==> config.mk <==
export PLATFORM = sky130hd
export DESIGN_NAME = adder_arbiter
export DESIGN_NICKNAME = d
export VERILOG_FILES = /design/src/rtl/adder_arbiter.sv
export SDC_FILE = /design/constraint.sdc
export NUM_CORES = 1
export LEC_CHECK = 0
export CELL_PAD_IN_SITES_DETAIL_PLACEMENT = 1
export CELL_PAD_IN_SITES_GLOBAL_PLACEMENT = 2
export CORE_MARGIN = 2
export CORE_UTILIZATION = 25
export DETAILED_ROUTE_END_ITERATION = 8
export PLACE_DENSITY = 0.73
export SLEW_MARGIN = 20
export SYNTH_ARGS = -nofsm -noshare
export SYNTH_HDL_FRONTEND = slang
export SYNTH_SLANG_ARGS = --single-unit
==> constraint.sdc <==
create_clock -name CLK -period 2.4 [get_ports CLK]
set_clock_uncertainty 0.15 [all_clocks]
set_input_delay 0.48 -clock CLK [delete_from_list [all_inputs] [get_ports CLK]]
set_output_delay 0.48 -clock CLK [all_outputs]
set_load 0.1 [all_outputs]
==> src/rtl/adder_arbiter.sv <==
// adder_arbiter: two requesters share one 4-bit ripple-carry adder.
// A request is granted in IDLE, the winner's operands are latched, and the
// registered result comes out one edge later with VALID and RID.
// Optional feature macro: ADDER_ARBITER_ROUND_ROBIN_EN. When it is defined, a
// tie between the requesters goes to the one not granted last. When it is
// undefined, requester 0 always wins a tie.
module adder_arbiter (
  input  logic       CLK,
  input  logic       RST,
  input  logic       REQ0,
  input  logic [3:0] A0,
  input  logic [3:0] B0,
  input  logic       REQ1,
  input  logic [3:0] A1,
  input  logic [3:0] B1,
  output logic       GNT0,
  output logic       GNT1,
  output logic [3:0] SUM,
  output logic       COUT,
  output logic       VALID,
  output logic       RID,
  output logic       BUSY
);

  typedef enum logic {IDLE = 1'b0, CALC = 1'b1} state_t;

  state_t     state_reg, state_next;
  logic       gnt0_reg, gnt0_next;
  logic       gnt1_reg, gnt1_next;
  logic       valid_reg, valid_next;
  logic       busy_reg, busy_next;
  logic [3:0] sum_reg, sum_next;
  logic       cout_reg, cout_next;
  logic       rid_reg, rid_next;
  logic [3:0] op_a_reg, op_a_next;
  logic [3:0] op_b_reg, op_b_next;
  logic       pick;
  logic [3:0] adder_sum;
  logic [4:0] carry;
`ifdef ADDER_ARBITER_ROUND_ROBIN_EN
  logic       last_reg, last_next;
`endif

  // The single shared adder: a chain of full-adder cells on the latched operands.
  assign carry[0] = 1'b0;
  genvar gi;
  generate
    for (gi = 0; gi < 4; gi++) begin : g_fa
      assign adder_sum[gi] = op_a_reg[gi] ^ op_b_reg[gi] ^ carry[gi];
      assign carry[gi+1]   = (op_a_reg[gi] & op_b_reg[gi]) |
                             (carry[gi] & (op_a_reg[gi] ^ op_b_reg[gi]));
    end
  endgenerate

  // Winner selection. It is only meaningful when at least one REQ is high.
  // A single request always wins.
`ifdef ADDER_ARBITER_ROUND_ROBIN_EN
  assign pick = (REQ0 && REQ1) ? ~last_reg : REQ1;
`else
  assign pick = ~REQ0;
`endif

  // Next-state and next-output logic. Pulse outputs default low and results hold.
  always_comb begin
    state_next = state_reg;
    gnt0_next  = 1'b0;
    gnt1_next  = 1'b0;
    valid_next = 1'b0;
    busy_next  = 1'b0;
    sum_next   = sum_reg;
    cout_next  = cout_reg;
    rid_next   = rid_reg;
    op_a_next  = op_a_reg;
    op_b_next  = op_b_reg;
`ifdef ADDER_ARBITER_ROUND_ROBIN_EN
    last_next  = last_reg;
`endif
    case (state_reg)
      IDLE: begin
        if (REQ0 || REQ1) begin
          op_a_next  = pick ? A1 : A0;
          op_b_next  = pick ? B1 : B0;
          gnt0_next  = ~pick;
          gnt1_next  = pick;
          busy_next  = 1'b1;
          state_next = CALC;
`ifdef ADDER_ARBITER_ROUND_ROBIN_EN
          last_next  = pick;
`endif
        end
      end
      CALC: begin
        // Inputs are ignored here. GNT1 is high for the whole CALC cycle
        // exactly when requester 1 won, so it doubles as the owner index.
        sum_next   = adder_sum;
        cout_next  = carry[4];
        rid_next   = gnt1_reg;
        valid_next = 1'b1;
        state_next = IDLE;
      end
      default: state_next = IDLE;
    endcase
  end

  // State and output registers with synchronous reset.
  always_ff @(posedge CLK) begin
    if (RST) begin
      state_reg <= IDLE;
      gnt0_reg  <= 1'b0;
      gnt1_reg  <= 1'b0;
      valid_reg <= 1'b0;
      busy_reg  <= 1'b0;
      sum_reg   <= 4'd0;
      cout_reg  <= 1'b0;
      rid_reg   <= 1'b0;
      op_a_reg  <= 4'd0;
      op_b_reg  <= 4'd0;
`ifdef ADDER_ARBITER_ROUND_ROBIN_EN
      last_reg  <= 1'b1;
`endif
    end else begin
      state_reg <= state_next;
      gnt0_reg  <= gnt0_next;
      gnt1_reg  <= gnt1_next;
      valid_reg <= valid_next;
      busy_reg  <= busy_next;
      sum_reg   <= sum_next;
      cout_reg  <= cout_next;
      rid_reg   <= rid_next;
      op_a_reg  <= op_a_next;
      op_b_reg  <= op_b_next;
`ifdef ADDER_ARBITER_ROUND_ROBIN_EN
      last_reg  <= last_next;
`endif
    end
  end

  assign GNT0  = gnt0_reg;
  assign GNT1  = gnt1_reg;
  assign VALID = valid_reg;
  assign BUSY  = busy_reg;
  assign SUM   = sum_reg;
  assign COUT  = cout_reg;
  assign RID   = rid_reg;

endmodule

==> impl_metrics.env <==
export IMPL_h_tree_depth=1
export IMPL_synth_cell_types=17
export IMPL_synth_seq_area_share_pct=45.7
export IMPL_hpwl_um=1320
export IMPL_place_ws_ns=0.308
export IMPL_core_um2=3030
export IMPL_drc=0
export IMPL_leakagePower_nw=0.484
export IMPL_cap_violations=0
export IMPL_layout_common_cells="clkdlybuf4s50_1, dfxtp_1, nor2_1, buf_4, mux2i_1"
export IMPL_final_hold_viol_count=0
export IMPL_drt_initial_drc_count=1
export IMPL_vdd_drop_max_uv=233
export IMPL_power_density_nw_per_um2=654
export IMPL_viasPerCell=4.21
export IMPL_io_buffers=29
export IMPL_placed_area_um2=1110
export IMPL_ys_top_cells_by_area="dfxtp_1, mux2i_1, a211oi_1, fa_1, nor2_1"
export IMPL_grt_pass1_vias=653
export IMPL_tns_ns=0
export IMPL_multi_input_area_um2=369
export IMPL_cp_end_kind="flop"
export IMPL_drv_slew=0
export IMPL_netlist_area_leader_share_pct=45.7
export IMPL_grtUsageTotal_pct=10.7
export IMPL_grt_pass1_wl_um=2830
export IMPL_gp_routability_congestion=0.695
export IMPL_setup_worst_path_class="flop to flop"
export IMPL_relSlewSlack_pct=64.4
export IMPL_vias=631
export IMPL_ant_nets=0
export IMPL_hp_class="flop to flop"
export IMPL_ctsResizeCount=0
export IMPL_setup_violations=0
export IMPL_worst_slack_ns=0.315
export IMPL_die_w_um=60.2
export IMPL_die_h_um=60.2
export IMPL_synth_seq_cells=18
export IMPL_clk_insertion_delay_late_ns=0.29
export IMPL_fin_crit_ns=2.08
export IMPL_area_delta_synth_final_pct=45.6
export IMPL_cts_tree="yes"
export IMPL_ff2ff_path_depth=8
export IMPL_syn_num_nets=99
export IMPL_ctsHoldBuffers=0
export IMPL_fmax_ghz=0.480
export IMPL_outcome="complete, no violations"
export IMPL_routed_wl_um=1670
export IMPL_wire_per_inst_um=11.1
export IMPL_post_cts_buffers=0
export IMPL_regArea_um2=360
export IMPL_antenna_found_initial=0
export IMPL_cts_path_max_buffers=2
export IMPL_path_max_fanout=2
export IMPL_worst_pin_slew_ns=0.533
export IMPL_synth_largest_area_cell="dfxtp_1"
export IMPL_clk_pin_slew_worst_paths_ns=0.10
export IMPL_hold_depth=2
export IMPL_worst_ep_required_time_ns=2.47
export IMPL_first_pass_iters=2
export IMPL_final_common_cell="clkdlybuf4s50_1"
export IMPL_fin_crit_sh_pct=86.9
export IMPL_root_buffer="clkbuf_4"
export IMPL_io_pins=30
export IMPL_syn_instance_count=75
export IMPL_postSynthAreaPerCell_um2=10.5
export IMPL_rsz0062_at_grt="false"
export IMPL_num_rows=20
export IMPL_syn_area_um2=788
export IMPL_cts_num_sinks=18
export IMPL_grt_overflow=0
export IMPL_holdWs_ns=0.338
export IMPL_diodes=0
export IMPL_fin_util_pct=37.9
export IMPL_grt_max_degree=18
export IMPL_drive_gt1_share_pct=19.8
export IMPL_yosysWarnings=0
export IMPL_num_fill_cells=347
export IMPL_worst_setup_path_start_kind="flop"
export IMPL_cts_buffers=3
export IMPL_final_nets=131
export IMPL_dieArea_um2=3620
export IMPL_fin_area_um2=1150
export IMPL_cp_arrival_ns=2.15
export IMPL_start_util_pct=26.0
power breakdown:
group          switching (mW)  internal (mW)  total (mW)
Sequential             0.0197          0.324       0.344
Combinational           0.140         0.0837       0.223
Clock                  0.0911         0.0924       0.184
Total                   0.250          0.500       0.750
synthesized netlist by cell type:
| master | instances |
|---|---|
| inv_1 | 7 |
| clkbuf_1 | 1 |
| and2_1 | 1 |
| buf_4 | 1 |
| nor2b_1 | 2 |
| mux2i_1 | 11 |
| a211oi_2 | 2 |
| and2b_1 | 1 |
| buf_6 | 1 |
| fa_1 | 3 |
| nor2_2 | 2 |
| a211oi_1 | 9 |
| nor2_1 | 12 |
| buf_2 | 2 |
| o21ba_1 | 1 |
| dfxtp_1 | 18 |
| ha_1 | 1 |
cell type report:
type,instances,area share (%)
Inverter,7,2.29
Clock buffer,4,3.16
Sequential cell,18,31.4
Tap cell,44,4.80
Multi-Input combinational cell,45,32.2
Timing Repair Buffer,32,26.2
cell families (layout without fill, tap and decap cells):
group | Yosys count | in the layout | synth area share, %
flip-flops | 18 | 18 | 45.7
adder cells (fa/ha/maj) | 4 | 4 | 9.21
AND/OR/NAND/NOR | 18 | 18 | 10.6
multiplexers | 11 | 11 | 14.0
buffers and inverters | 12 | 43 | 7.46
AO/OA/AOI/OAI | 12 | 12 | 13.0
final timing paths:
kind | end | start | slack [ns]
worst max-delay path | SUM[3] | op_b_reg[0] | 0.32
worst min-delay path | SUM[1] | SUM[1] | 0.34
worst max register to register | SUM[3] | op_b_reg[0] | 0.32
worst min register to register | SUM[1] | SUM[1] | 0.34
stage by stage:
step                      total power [mW]  instances
after floorplan                      0.504         75
after global placement               0.573        146
after detailed placement             0.578        146
after CTS                            0.766        150
after global routing                 0.788        150
final                                0.750        150
critical path, stage by stage (launching register included):
cell,delay [ns]
dfxtp_1,0.36
ha_1,0.15
inv_1,0.05
fa_1,0.36
inv_1,0.08
fa_1,0.16
inv_1,0.05
fa_1,0.43
a211oi_1,0.22
per-layer routing:
layer	vias to the layer above	part of all wire (%)	global-route usage [%]
met5	-	0	0
met4	0	1.6	4.76
met3	2	5.9	3.46
met2	21	50	18.8
met1	295	43	11.6
li1	313	-	-
(Power assumes the default switching activity.)
